`src/rtl/add32_seq_arbiter.sv`:
```
// Round-robin shares one 8-bit adder between two clients for byte-serial 32-bit ADD/SUB.
// Latency 5..9 cycles (one extra pass per carried-in byte); req_ready only in IDLE, responses not backpressured.
module add32_seq_arbiter (
  input  logic        clk,
  input  logic        rst,
  input  logic [1:0]  req_valid,
  input  logic [1:0]  req_op,
  input  logic [31:0] req_a0,
  input  logic [31:0] req_b0,
  input  logic [31:0] req_a1,
  input  logic [31:0] req_b1,
  output logic [1:0]  req_ready,
  output logic [1:0]  resp_valid,
  output logic [31:0] resp_sum,
  output logic        resp_cout,
  output logic        resp_ovf,
  output logic        busy,
  output logic [8:0]  add_a,
  output logic [8:0]  add_b,
  input  logic [8:0]  add_sum
);

  localparam logic [1:0] S_IDLE = 2'd0;
  localparam logic [1:0] S_ADD  = 2'd1;
  localparam logic [1:0] S_INC  = 2'd2;
  localparam logic [1:0] S_DONE = 2'd3;

  logic [1:0]  state_q, state_d;
  logic [31:0] a_q, a_d;
  logic [31:0] b_q, b_d;
  logic [31:0] res_q, res_d;
  logic [1:0]  idx_q, idx_d;
  logic        cin_q, cin_d;
  logic        c1_q, c1_d;
  logic        owner_q, owner_d;
  logic        ptr_q, ptr_d;
  logic [1:0]  resp_valid_q, resp_valid_d;

  logic        gnt;
  logic        gnt_op;
  logic [31:0] gnt_a;
  logic [31:0] gnt_b;
  logic [4:0]  bsel;
  logic        in_done;

  // Pointer client wins whenever it is requesting.
  assign gnt    = req_valid[ptr_q] ? ptr_q : ~ptr_q;
  assign gnt_op = req_op[gnt];
  assign gnt_a  = gnt ? req_a1 : req_a0;
  assign gnt_b  = gnt ? req_b1 : req_b0;
  assign bsel   = {idx_q, 3'b000};

  always_comb begin
    state_d      = state_q;
    a_d          = a_q;
    b_d          = b_q;
    res_d        = res_q;
    idx_d        = idx_q;
    cin_d        = cin_q;
    c1_d         = c1_q;
    owner_d      = owner_q;
    ptr_d        = ptr_q;
    resp_valid_d = 2'b00;
    req_ready    = 2'b00;
    add_a        = 9'd0;
    add_b        = 9'd0;

    case (state_q)
      S_IDLE: begin
        if (!rst && (|req_valid)) begin
          req_ready = gnt ? 2'b10 : 2'b01;
          a_d       = gnt_a;
          b_d       = gnt_op ? ~gnt_b : gnt_b;
          owner_d   = gnt;
          idx_d     = 2'd0;
          cin_d     = gnt_op;
          ptr_d     = ~gnt;
          state_d   = S_ADD;
        end
      end
      S_ADD: begin
        add_a = {1'b0, a_q[bsel +: 8]};
        add_b = {1'b0, b_q[bsel +: 8]};
        res_d[bsel +: 8] = add_sum[7:0];
        c1_d  = add_sum[8];
        // A pending carry-in costs an extra pass on the same byte.
        if (cin_q) begin
          state_d = S_INC;
        end else begin
          cin_d = add_sum[8];
          if (idx_q == 2'd3) begin
            state_d      = S_DONE;
            resp_valid_d = owner_q ? 2'b10 : 2'b01;
          end else begin
            idx_d = idx_q + 2'd1;
          end
        end
      end
      S_INC: begin
        add_a = {1'b0, res_q[bsel +: 8]};
        add_b = 9'h001;
        res_d[bsel +: 8] = add_sum[7:0];
        cin_d = c1_q | add_sum[8];
        if (idx_q == 2'd3) begin
          state_d      = S_DONE;
          resp_valid_d = owner_q ? 2'b10 : 2'b01;
        end else begin
          idx_d   = idx_q + 2'd1;
          state_d = S_ADD;
        end
      end
      default: begin
        state_d = S_IDLE;
      end
    endcase
  end

  always_ff @(posedge clk or posedge rst) begin
    if (rst) begin
      state_q      <= S_IDLE;
      a_q          <= 32'd0;
      b_q          <= 32'd0;
      res_q        <= 32'd0;
      idx_q        <= 2'd0;
      cin_q        <= 1'b0;
      c1_q         <= 1'b0;
      owner_q      <= 1'b0;
      ptr_q        <= 1'b0;
      resp_valid_q <= 2'b00;
    end else begin
      state_q      <= state_d;
      a_q          <= a_d;
      b_q          <= b_d;
      res_q        <= res_d;
      idx_q        <= idx_d;
      cin_q        <= cin_d;
      c1_q         <= c1_d;
      owner_q      <= owner_d;
      ptr_q        <= ptr_d;
      resp_valid_q <= resp_valid_d;
    end
  end

  assign in_done    = (state_q == S_DONE);
  assign resp_valid = resp_valid_q;
  assign resp_sum   = in_done ? res_q : 32'd0;
  assign resp_cout  = in_done & cin_q;
  assign resp_ovf   = in_done & (a_q[31] == b_q[31]) & (res_q[31] != a_q[31]);
  assign busy       = (state_q != S_IDLE);

endmodule

```
`config.mk`:
```
export PLATFORM = sky130hd
export DESIGN_NAME = add32_seq_arbiter
export DESIGN_NICKNAME = d
export VERILOG_FILES = /design/src/rtl/add32_seq_arbiter.sv
export SDC_FILE = /design/constraint.sdc
export NUM_CORES = 1
export LEC_CHECK = 0
export CELL_PAD_IN_SITES_DETAIL_PLACEMENT = 2
export CELL_PAD_IN_SITES_GLOBAL_PLACEMENT = 2
export CORE_UTILIZATION = 29
export DETAILED_ROUTE_END_ITERATION = 12
export GPL_TIMING_DRIVEN = 1
export PLACE_DENSITY_LB_ADDON = 0.1
export SETUP_SLACK_MARGIN = 0.02
export SYNTH_ARGS = -nofsm -noshare
export SYNTH_HDL_FRONTEND = slang
export SYNTH_SLANG_ARGS = --single-unit
```
`constraint.sdc`:
```
create_clock -name clk -period 4.3 [get_ports clk]
set_input_delay 1.29 -clock clk [delete_from_list [all_inputs] [get_ports clk]]
set_output_delay 1.29 -clock clk [all_outputs]
set_load 0.03 [all_outputs]
```
==> results.md <==
| Stage | Quantity | Reported |
| --- | --- | --- |
| clock network | Buffer cell driving the clock tree root | sky130_fd_sc_hd__clkbuf_16 |
| placed design | Placer congestion estimate | 0.826 |
| final layout | Utilization after layout | 40.9% |
| detailed routing | Final ANT Viol Nets | 0 |
| die | Die span in y | 155 um |
| grt | Via count of the first global-routing pass | 7025 |
| die | Core ar. | 0.0228 mm^2 |
| grt | Maximum number of pins on one net before global-route repair | 65 |
| sta | Number of failing hold endpoints at the final stage | 0 |
| detailed routing | Overall via count from detail_route | 6251 |
| clock network | CTS Hold Bufs | 0 |
| clock network | Number of buffers on the longest clock path | 2 |
| final layout | Layout cells sized above 1 | 9.51% |
| worst setup path | Critical path's largest stage delay | 590 ps |
| sta | Fmax | 240 MHz |
| final layout | Most common library cell in the layout ignoring fill and taps | sky130_fd_sc_hd__clkdlybuf4s50_1 |
| final layout | Number of antenna cells inserted | 0 |
| logic synthesis | Flip-flop and latch count after synthesis | 106 |
| grt | Global-route wire length before repair | 41600 um |
| sta | Fin crit share | 97.1% |
| detailed routing | Number of vias per cell after detailed routing | 5.37 |
| grt | GRT Residual Overflow | 0 |
| sta | Final sum of negative setup slack | 0 ps |
| final layout | Count of placed standard cells in the final layout, fillers left out | 1165 |
| clock network | Number of sinks handled by clock tree synthesis | 106 |
| detailed routing | Drt first-iter violations | 225 |
| worst setup path | Required @ worst endpoint | 3010 ps |
| placed design | Placed wire-length estimate | 19300 um |
| clock network | Number of buffers inserted during clock tree synthesis | 9 |
| logic synthesis | Share of Yosys cell area claimed by the top area cell type | 38.9% |
| sta | Worst-Margin Slew | 971 ps |
| die | Area of the die | 0.0241 mm^2 |
| logic synthesis | Part of the Yosys area used for sequential elements | 38.9% |
| status | Run status | finished, final reports clean |
| sta | Unrepaired setup endpoints after global routing | true |
| logic synthesis | Number of cells produced by synthesis | 693 |
| die | Top-level port count | 200 |
| final layout | Nets@finish | 1002 |
| worst setup path | Peak fanout along the critical path | 17 |
| die | Starting density of the core | 29.8% |
| worst setup path | FF-to-FF setup slack | 1660 ps |
| final layout | Signed area change from the synthesized netlist to the final layout | 37.2% |
| worst setup path | Crit path arrival time | 2880 ps |
| die | Width of the chip | 155 um |
| logic synthesis | Proportion of register bits with asynchronous set or reset after synthesis | 100% |
| detailed routing | Routed WL per cell | 23.0 um |
| clock network | TritonCTS clock tree | yes |
| logic synthesis | Most area-consuming cells after synthesis | sky130_fd_sc_hd__dfrtp_1, sky130_fd_sc_hd__xor2_1, sky130_fd_sc_hd__mux4_2, sky130_fd_sc_hd__a21oi_1, sky130_fd_sc_hd__a22o_1 |
| clock network | Clock transition at the register clock pins on the worst setup and hold paths after CTS | 70 ps |
| power | P_leak | 3.73 nW |
| logic synthesis | Post-synth top area cell | sky130_fd_sc_hd__dfrtp_1 |
| sta | Count of final max-slew check failures | 0 |
| clock network | Clk Latency, worst-skew pair | 360 ps |
| logic synthesis | Post-synthesis average cell area | 9.83 um^2 |
| detailed routing | Remaining DRCs | 0 |
| placed design | Worst setup slack before clock tree synthesis | 254 ps |
| worst setup path | Cell-by-cell listing of the critical path | inv_1, ha_1, buf_4, mux4_2, a22o_1, clkdlybuf4s50_1 |
| sta | Worst relative slew slack | 35.3% |
| logic synthesis | Ys flop type | sky130_fd_sc_hd__dfrtp_1 |
| clock network | Deepest level of the CTS H-tree | 3 |
| worst setup path | Endpoint class of the critical path | output port |
| grt | Global-route usage over all layers | 22.7% |
| sta | Final critical path time including I/O delays and setup | 4170 ps |
| worst setup path | Max stage delay cell, worst path | sky130_fd_sc_hd__clkdlybuf4s50_1 |
| final layout | Commonest non-fill, non-tap cells in the layout | sky130_fd_sc_hd__clkdlybuf4s50_1, sky130_fd_sc_hd__dfrtp_1, sky130_fd_sc_hd__a21oi_1 |
| worst setup path | Critical path buffers and inverters | 3 |
| logic synthesis | Unique masters post-synth | 46 |
| worst setup path | Worst setup SP type | register |
| worst setup path | Largest delay share family, worst path | buffers and inverters |
| sta | Post-route setup slack | 125 ps |
| placed design | Placed Cells | 1149 |
| die | Placement Rows | 55 |
| run | Max-cap violations | 0 |
| logic synthesis | Netlist area before placement | 0.00681 mm^2 |
| worst setup path | Start-to-end type of the worst setup path | register to output port |
| min path | Hold Path Class | register to register |
| detailed routing | Total wire length after detailed routing | 26800 um |
| sta | Clock skew | 8.70 ps |
| sta | Number of setup violations in the final report | 0 |
| power | Post-layout total power | 0.00584 W |
| detailed routing | Number of detailed-route iterations in the first pass | 4 |
| placed design | Number of buffers added on ports | 197 |
| grt | Antenna violations before repair | 0 |
| power | Pwr Density | 625 mW/mm^2 |
| logic synthesis | Number of warnings issued by yosys | 0 |
| logic synthesis | EDFF count, synth | 0 |
| power | Max rail drop VDD | 0.000197 V |
==> registers in the layout, summed over array words and instances (netlist names) <==
register    count
a_q            32
b_q            32
res_q          32
idx_q           2
resp_valid      2
state_q         2
c1_q            1
cin_q           1
owner_q         1
ptr_q           1
==> cells in the mapped netlist (11+ instances only) <==
master	n
sky130_fd_sc_hd__a21oi_1	70
sky130_fd_sc_hd__a22o_1	39
sky130_fd_sc_hd__a31oi_1	32
sky130_fd_sc_hd__and2_1	36
sky130_fd_sc_hd__buf_2	36
sky130_fd_sc_hd__buf_4	14
sky130_fd_sc_hd__clkbuf_1	20
sky130_fd_sc_hd__dfrtp_1	106
sky130_fd_sc_hd__ha_1	12
sky130_fd_sc_hd__mux4_2	22
sky130_fd_sc_hd__nand2_1	11
sky130_fd_sc_hd__nand3_1	35
sky130_fd_sc_hd__nor3_1	34
sky130_fd_sc_hd__o21ai_0	67
sky130_fd_sc_hd__o31ai_1	32
sky130_fd_sc_hd__xor2_1	64
==> cell type report <==
cell class | count | area (um^2)
clock buffer | 9 | 225
tap | 313 | 392
clock inverter | 7 | 126
multi-input combinational | 504 | 3730
timing repair buffer | 218 | 2190
sequential | 106 | 2650
fill | 2467 | 13500
inverter | 8 | 32.5
==> per-stage QoR <==
stage	hold slack (ps)	instance area, um^2
2_1_floorplan	429	6810
3_3_place_gp	471	8990
3_5_place_dp	467	8990
4_1_cts	473	9340
5_1_grt	505	9350
6_report	472	9350
==> power by group <==
part | internal (W) | switching, W
registers | 0.00140 | 0.000383
clock network | 0.000576 | 0.000415
logic | 0.00133 | 0.00174
==> timing repair <==
| action | 4_1_cts | 5_1_grt |
|---|---|---|
| endpoints found under the setup margin | 0 | 1 |
| resized for setup | 0 | 1 |
| buffers inserted | 0 | 0 |
==> kinds of logic (layout without fill, tap and decap cells) <==
kind of cell,Yosys count,count (layout),share of synthesized area [%]
adders and majority gates,12,12,2.20
other,1,2,0.0551
muxes,30,30,8.78
and+or+nand+nor,147,147,12.4
buffers and inverters,84,242,6.52
AOI/OAI and AO/OA,249,249,22.8
DFF,106,106,38.9
xor gates and xnor gates,64,64,8.23
==> path summary, 6_finish.rpt <==
kind | start | to | depth (start not counted)
setup / recovery | state_q[0] | add_a[4] | 6
hold / removal | owner_q | resp_valid[0] | 1
setup reg to reg | state_q[1] | res_q[25] | 6
hold reg to reg | owner_q | resp_valid[0] | 1
max in group asynchronous | rst | a_q[29] | 3
min in group asynchronous | rst | ptr_q | 2
==> per-layer routing <==
layer | global-route usage [%] | share of wire (%) | up-vias
met5 | 0 | 0 | -
met4 | 7.80 | 2.3 | 0
met3 | 2.92 | 4.2 | 29
met2 | 40.2 | 50 | 175
met1 | 28.5 | 44 | 3187
li1 | - | - | 2860
==> worst register-to-register path, stage by stage (launching register included) <==
cell	delay, ps
sky130_fd_sc_hd__dfrtp_1	460
sky130_fd_sc_hd__inv_1	110
sky130_fd_sc_hd__ha_1	350
sky130_fd_sc_hd__buf_4	270
sky130_fd_sc_hd__nand2_1	430
sky130_fd_sc_hd__nor4b_4	710
sky130_fd_sc_hd__a22o_1	240
(Power assumes the default switching activity.)
